### config.mk
export PLATFORM = sky130hd
export DESIGN_NAME = led_arbiter
export DESIGN_NICKNAME = d
export VERILOG_FILES = /design/src/rtl/led_arbiter.sv
export SDC_FILE = /design/constraint.sdc
export NUM_CORES = 1
export LEC_CHECK = 0
export CAP_MARGIN = 15
export CORE_MARGIN = 4
export CORE_UTILIZATION = 60
export DETAILED_ROUTE_END_ITERATION = 10
export GPL_ROUTABILITY_DRIVEN = 0
export PLACE_DENSITY = 0.83
export SYNTH_ARGS = -nofsm -noshare
export SYNTH_HDL_FRONTEND = slang
export SYNTH_SLANG_ARGS = --single-unit
### constraint.sdc
create_clock -name cloooock -period 5.06 [get_ports cloooock]
set_input_delay 1.012 -clock cloooock [delete_from_list [all_inputs] [get_ports cloooock]]
set_output_delay 1.012 -clock cloooock [all_outputs]
set_load 0.005 [all_outputs]
### src/rtl/led_arbiter.sv
// ---------------------------------------------------------------------------
// led_arbiter
//   Round-robin arbiter that hands a pair of board LEDs to one requester at a
//   time. The winner's LEDs alternate (led1/led2) for 2*N phase ticks, where N
//   is the requester's 4-bit blink count latched at grant time; a one-cycle
//   done pulse then reports completion. Dropping the request mid-transfer
//   aborts back to IDLE without a done pulse.
//
// Parameters
//   CLK_DIV  clocks per LED phase tick
//   NREQ     number of requesters
//
// Ports
//   cloooock  in   clock, rising edge
//   reset     in   asynchronous active-high reset
//   req       in   [NREQ]    level request per requester
//   blinks    in   [NREQ*4]  blink count per requester, nibble i = requester i
//   gnt       out  [NREQ]    one-hot grant (GRANT and RUN), else zero
//   done      out  [NREQ]    one-cycle completion pulse
//   busy      out            high in every state except IDLE
//   led1      out            board LED 1
//   led2      out            board LED 2
// ---------------------------------------------------------------------------
module led_arbiter #(
  parameter int CLK_DIV = 2000000,
  parameter int NREQ    = 4
) (
  input  logic              cloooock,
  input  logic              reset,
  input  logic [NREQ-1:0]   req,
  input  logic [NREQ*4-1:0] blinks,
  output logic [NREQ-1:0]   gnt,
  output logic [NREQ-1:0]   done,
  output logic              busy,
  output logic              led1,
  output logic              led2
);

  localparam int PW = (CLK_DIV > 1) ? $clog2(CLK_DIV) : 1;
  localparam int IW = (NREQ > 1) ? $clog2(NREQ) : 1;
  localparam logic [PW-1:0] PRESC_MAX = PW'(CLK_DIV - 1);
  localparam logic [IW-1:0] LAST_IDX  = IW'(NREQ - 1);

  typedef enum logic [1:0] {IDLE, GRANT, RUN, DONE} state_e;

  state_e          state_q, state_d;
  logic [IW-1:0]   ptr_q, ptr_d;
  logic [IW-1:0]   winner_q, winner_d;
  logic [3:0]      n_q, n_d;
  logic [PW-1:0]   presc_q, presc_d;
  logic [4:0]      phase_q, phase_d;
  logic [NREQ-1:0] gnt_q, gnt_d;
  logic [NREQ-1:0] done_q, done_d;
  logic            busy_q, busy_d;
  logic            led1_q, led1_d;
  logic            led2_q, led2_d;

  logic            tick;
  logic [IW-1:0]   next_ptr;
  logic            found;
  logic [IW-1:0]   rr_idx;

  assign tick     = (presc_q == PRESC_MAX);
  assign next_ptr = (winner_q == LAST_IDX) ? '0 : winner_q + IW'(1);

  // Round-robin search: first requester at or after ptr, wrapping.
  // NOTE: combinational blocks use blocking '=' so later statements see the
  // values just computed (the found flag here relies on that).
  always_comb begin
    int idx;
    idx    = 0;
    found  = 1'b0;
    rr_idx = ptr_q;
    for (int i = 0; i < NREQ; i++) begin
      idx = int'(ptr_q) + i;
      if (idx >= NREQ) idx = idx - NREQ;
      if (!found && req[idx]) begin
        found  = 1'b1;
        rr_idx = IW'(idx);
      end
    end
  end

  // Next-state logic.
  // NOTE: every signal gets a default before the case so no path leaves it
  // unassigned; that is what keeps this block free of inferred latches.
  always_comb begin
    state_d  = state_q;
    ptr_d    = ptr_q;
    winner_d = winner_q;
    n_d      = n_q;
    presc_d  = '0;
    phase_d  = phase_q;
    led1_d   = 1'b0;
    led2_d   = 1'b0;

    case (state_q)
      IDLE: begin
        phase_d = '0;
        if (found) begin
          state_d  = GRANT;
          winner_d = rr_idx;
          n_d      = blinks[4*int'(rr_idx) +: 4];
        end
      end

      GRANT: begin
        if (!req[winner_q]) begin
          state_d = IDLE;
          ptr_d   = next_ptr;
        end else if (n_q == 4'd0) begin
          state_d = DONE;
        end else begin
          state_d = RUN;
          phase_d = '0;
          led1_d  = 1'b1;
        end
      end

      RUN: begin
        if (!req[winner_q]) begin
          state_d = IDLE;
          ptr_d   = next_ptr;
        end else begin
          led1_d  = led1_q;
          led2_d  = led2_q;
          presc_d = tick ? '0 : presc_q + PW'(1);
          if (tick) begin
            // The tick that would complete phase 2N ends the run instead of
            // swapping, so RUN spans exactly 2N*CLK_DIV cycles.
            if (phase_q + 5'd1 == {n_q, 1'b0}) begin
              state_d = DONE;
              led1_d  = 1'b0;
              led2_d  = 1'b0;
            end else begin
              led1_d  = led2_q;
              led2_d  = led1_q;
              phase_d = phase_q + 5'd1;
            end
          end
        end
      end

      DONE: begin
        state_d = IDLE;
        ptr_d   = next_ptr;
      end

      default: state_d = IDLE;
    endcase
  end

  // Registered outputs are decoded from the next state so they line up with
  // the state they describe.
  always_comb begin
    gnt_d  = '0;
    done_d = '0;
    if (state_d == GRANT || state_d == RUN) gnt_d[winner_d] = 1'b1;
    if (state_d == DONE) done_d[winner_d] = 1'b1;
    busy_d = (state_d != IDLE);
  end

  // NOTE: sequential state uses non-blocking '<=' so every register samples
  // its pre-edge inputs, independent of statement order.
  always_ff @(posedge cloooock or posedge reset) begin
    if (reset) begin
      state_q  <= IDLE;
      ptr_q    <= '0;
      winner_q <= '0;
      n_q      <= '0;
      presc_q  <= '0;
      phase_q  <= '0;
      gnt_q    <= '0;
      done_q   <= '0;
      busy_q   <= 1'b0;
      led1_q   <= 1'b0;
      led2_q   <= 1'b0;
    end else begin
      state_q  <= state_d;
      ptr_q    <= ptr_d;
      winner_q <= winner_d;
      n_q      <= n_d;
      presc_q  <= presc_d;
      phase_q  <= phase_d;
      gnt_q    <= gnt_d;
      done_q   <= done_d;
      busy_q   <= busy_d;
      led1_q   <= led1_d;
      led2_q   <= led2_d;
    end
  end

  assign gnt  = gnt_q;
  assign done = done_q;
  assign busy = busy_q;
  assign led1 = led1_q;
  assign led2 = led2_q;

endmodule

==> out/metrics.sh <==
PEAKVDDDROP_uV=470.8
PLACED_CELL_AREA_UM2=2995
CTS.CLK_SLEW.WORST_PATHS_PS=90
FINISH.CELL_COUNT_WITHOUT_FILLERS=352
DP_HPWL_MM=3.863
SYNTH_CELL_TYPE_COUNT=51
ROOT_BUFFER_SELECTED_BY_CTS='clkbuf_8'
MAX-CLOCK-PATH-BUFFERS=2
SEQ_POWER_SHARE_PCT=36.2
SWITCHINGPOWER_uW=515.7
POST-ROUTE-DRC-COUNT=0
DRTITER0DRC=99
CTS_RESIZED=0
RSZ0062_AT_GRT='false'
GRT_MAX_DEGREE=48
POWER.SHARE.CLOCK_PCT=20.7
RESULT_OF_THE_RUN='finished clean'
SETUP_TNS_PS=0
GRT-BUSIEST-LAYER='met2'
WORST_PIN_SLEW_PS=929.1
ROWS=23
RATIO_OF_CELLS_WITH_DRIVE_ABOVE_1_IN_THE_FINAL_LAYOUT_PCT=5.629
ROUTED-VIA-COUNT=2077
USE_MET1_PCT=29.83
SYNTH_EDF_COUNT=0
POSTCTSHOLDBUFS=0
POWER.DENSITY_CELL_AREA_nW_PER_UM2=447.6
DIE-AREA_UM2=5520
CAP_VIOL_MAX_COUNT=0
CLOCK_SKEWS_PS=10.50
GRT_USAGE_PCT=20.91
FINAL_SETUP_VIOLATION_COUNT=0
CRITICAL_PATH_START_END_CLASSIFICATION='in2reg'
SYN-NUM-NETS=300
SHARE_OF_ASYNC_SETTABLE_OR_ASYNC_RESETTABLE_FLOPS_AFTER_SYNTHESIS_PCT=100.0
HP-CLASS='reg2reg'
DRT_WL_TOTAL_MM=5.256
SYNTH.YOSYS.WARNINGS=0
START_KIND='input port'
FINAL_DESIGN_AREA_NO_FILL_UM2=3117
IO_PINS=33
MIN_PATH_CELLS=1
TOP_CELL_TYPE_S_SHARE_OF_SYNTHESIZED_AREA_PCT=44.59
TIMING.FMAX_MHz=316.2
HOLDWS_PS=463.5
CTS_BUFFERS=5
POSTCTSSETUPBUFFERS=0
AREA_DELTA_SYNTH_FINAL_PCT=18.17
GLOBALROUTEOVERFLOWTOTAL=0
POWER.LEAKAGE_nW=1.318
FINAL-HOLD-VIOLATION-COUNT=0
ANTENNA_CELLS=0
DIE_WIDTH_UM=74.30
CLKLATENCYLATEPIN_PS=300
CTS.SINK_COUNT=47
SYNTH_AREA_LEADERS='dfrtp_1 45%, ha_1 4.7%, xnor2_1 4.6%'
MAPPEDNETLISTAREA_UM2=2638
DETAIL-ROUTE-ANTENNA-NETS=0
YS_SEQ_AREA_SHARE_PCT=44.59
DETAILEDROUTE.FIRSTPASSITERATIONCOUNT=4
NETLIST_INSTANCES=268
PLACED_CELLS_INCL_TAPS=344
POST_DRT_VIA_CELL_RATIO=5.901
FP.DIEH_UM=74.30
PLACEABLECOREAREA_UM2=4115
SYNTH_AREA_PER_CELL_UM2=9.842
FINALCRITPERIODSHARE_PCT=62.50
WORST_EP_REQUIRED_TIME_PS=5230
YS_DOMINANT_REG_CELL='dfrtp_1'
NUMBER_OF_FILLER_CELLS_PLACED_IN_THE_LAYOUT=294
NUMBER_OF_ANTENNA_VIOLATIONS_AT_THE_FIRST_CHECK_IN_GLOBAL_ROUTING=0
FIRST_GLOBAL_VIAS=1912
POWER.SHARE.COMBINATIONAL_PCT=43.0
H-TREE-DEPTH=2
CP_DATA_ARRIVAL_TIME_PS=3330
TIMING.CRITICAL_PATH.TO_TYPE='register'
TRITONCTS_CLOCK_TREE='yes'
POWER_mW=1.395
CELL_INTERNAL_PWR_uW=879.3
TIMING.FINAL.MAX_SLEW_VIOLATIONS=0
FINALWORSTPATHREQUIREDPERIOD_PS=3162
NETS=333
SWITCHING_SHARE_PCT=36.97
CP_MAX_FO=8
USE_MET3_PCT=3.108
GLOBAL_ROUTE_WIRE_LENGTH_BEFORE_REPAIR_MM=8.894
GLOBAL_ROUTE.USAGE.MET2_PCT=32.48
SYNTH_LARGEST_AREA_CELL='dfrtp_1'
RR_WORST_DEPTH=8
START_UTIL_PCT=64.09
WL_PER_CELL_UM=14.93
PLACE.PORT_BUFFERS=32
MAX_SLEW_MARGIN_PCT=37.97
POSTSYNTHREGISTERBITS=47
## area by class of cell
cell class                 count  area (um2)  share of cell area, %
timing repair buffer          32       320.3                  10.28
tap                           50       62.56                  2.007
multi-input combinational    199        1376                  44.16
clock buffer                   6       82.58                  2.650
clock inverter                 2       38.79                  1.244
sequential                    47        1176                  37.74
inverter                      16       60.06                  1.927
## critical path, cell delays in order
cell	delay [ps]
clkdlybuf4s50_1	530
mux4_2	620
and2_1	250
a21o_1	190
o22a_1	190
o31ai_1	80
ha_1	310
nor3b_1	150
## power groups by stage
stage               Sequential [mW]  Clock [mW]  Combinational (mW)
floorplan                     0.498           0               0.449
global placement              0.509           0               0.581
detailed placement            0.512           0               0.597
CTS                           0.505       0.293               0.602
global route                  0.515       0.314               0.667
finish                        0.505       0.289               0.600
## worst paths after layout
kind,startpoint,to,slack [ps]
max,req[1],gnt[3],1900
min,presc_q[0],presc_q[0],460
max reg2reg,phase_q[0],gnt[3],2380
min reg2reg,presc_q[0],presc_q[0],460
max in group asynchronous,reset,n_q[1],3240
min in group asynchronous,reset,gnt[2],1230
## cell families (layout without fill, tap and decap cells)
| logic type | after synthesis | after routing | share of synthesized area [%] |
|---|---|---|---|
| muxes | 13 | 13 | 5.787 |
| buffers and inverters | 22 | 56 | 3.225 |
| and+or+nand+nor | 113 | 113 | 22.77 |
| DFF | 47 | 47 | 44.59 |
| xor gates and xnor gates | 20 | 20 | 6.641 |
| AOI/OAI and AO/OA | 43 | 43 | 12.24 |
| adders and majority gates | 10 | 10 | 4.744 |
## placed cells by master, fill, tap and decap left out, types with 4 or more instances in the layout
master	n
a21oi_1	8
and2_1	6
and3_1	7
clkbuf_8	6
clkdlybuf4s50_1	32
dfrtp_1	47
ha_1	10
inv_1	14
mux2i_1	9
nand2_1	21
nand3_1	9
nor2_1	29
nor2b_1	6
nor3_1	8
nor3b_1	5
o21ai_0	7
o221ai_1	4
or3_1	5
xnor2_1	14
xor2_1	6
## synth_stat cells, types with 2 or more instances
master,instances
and4_1,3
nand2_1,21
and2_1,6
o22a_1,3
and3_1,7
mux2i_1,9
xor2_1,6
o21ai_0,7
ha_1,10
nor2_1,29
xnor2_1,14
a21oi_1,8
nand4_1,3
nor4bb_1,3
o221ai_1,4
nor3_1,8
o31ai_1,2
nor2b_1,6
or3_1,5
nor3b_1,5
buf_2,2
inv_1,15
dfrtp_1,47
o211ai_1,2
nand3_1,9
a21o_1,3
o31a_1,2
clkbuf_1,4
nor4_1,3
## layer usage
layer | share of wire [%] | wire length, um | vias to the layer above
li1 | - | - | 1019
met1 | 48 | 2540 | 1000
met2 | 47 | 2460 | 50
met3 | 3.3 | 174 | 8
met4 | 1.5 | 79 | 0
met5 | 0 | 0 | -
## registers in the layout, indices dropped and copies added (netlist names)
| name | count |
|---|---|
| busy | 1 |
| done | 4 |
| gnt | 4 |
| led1 | 1 |
| led2 | 1 |
| n_q | 4 |
| phase_q | 5 |
| presc_q | 21 |
| ptr_q | 2 |
| state_q | 2 |
| winner_q | 2 |
## per-stage QoR
stage	utilization [%]	worst slack [ps]
finish	75.74	1898
global route	75.74	1826
CTS	75.74	1904
detailed placement	72.79	1576
global placement	72.79	1631
floorplan	-	2180
Power figures use the tool's default switching activity.
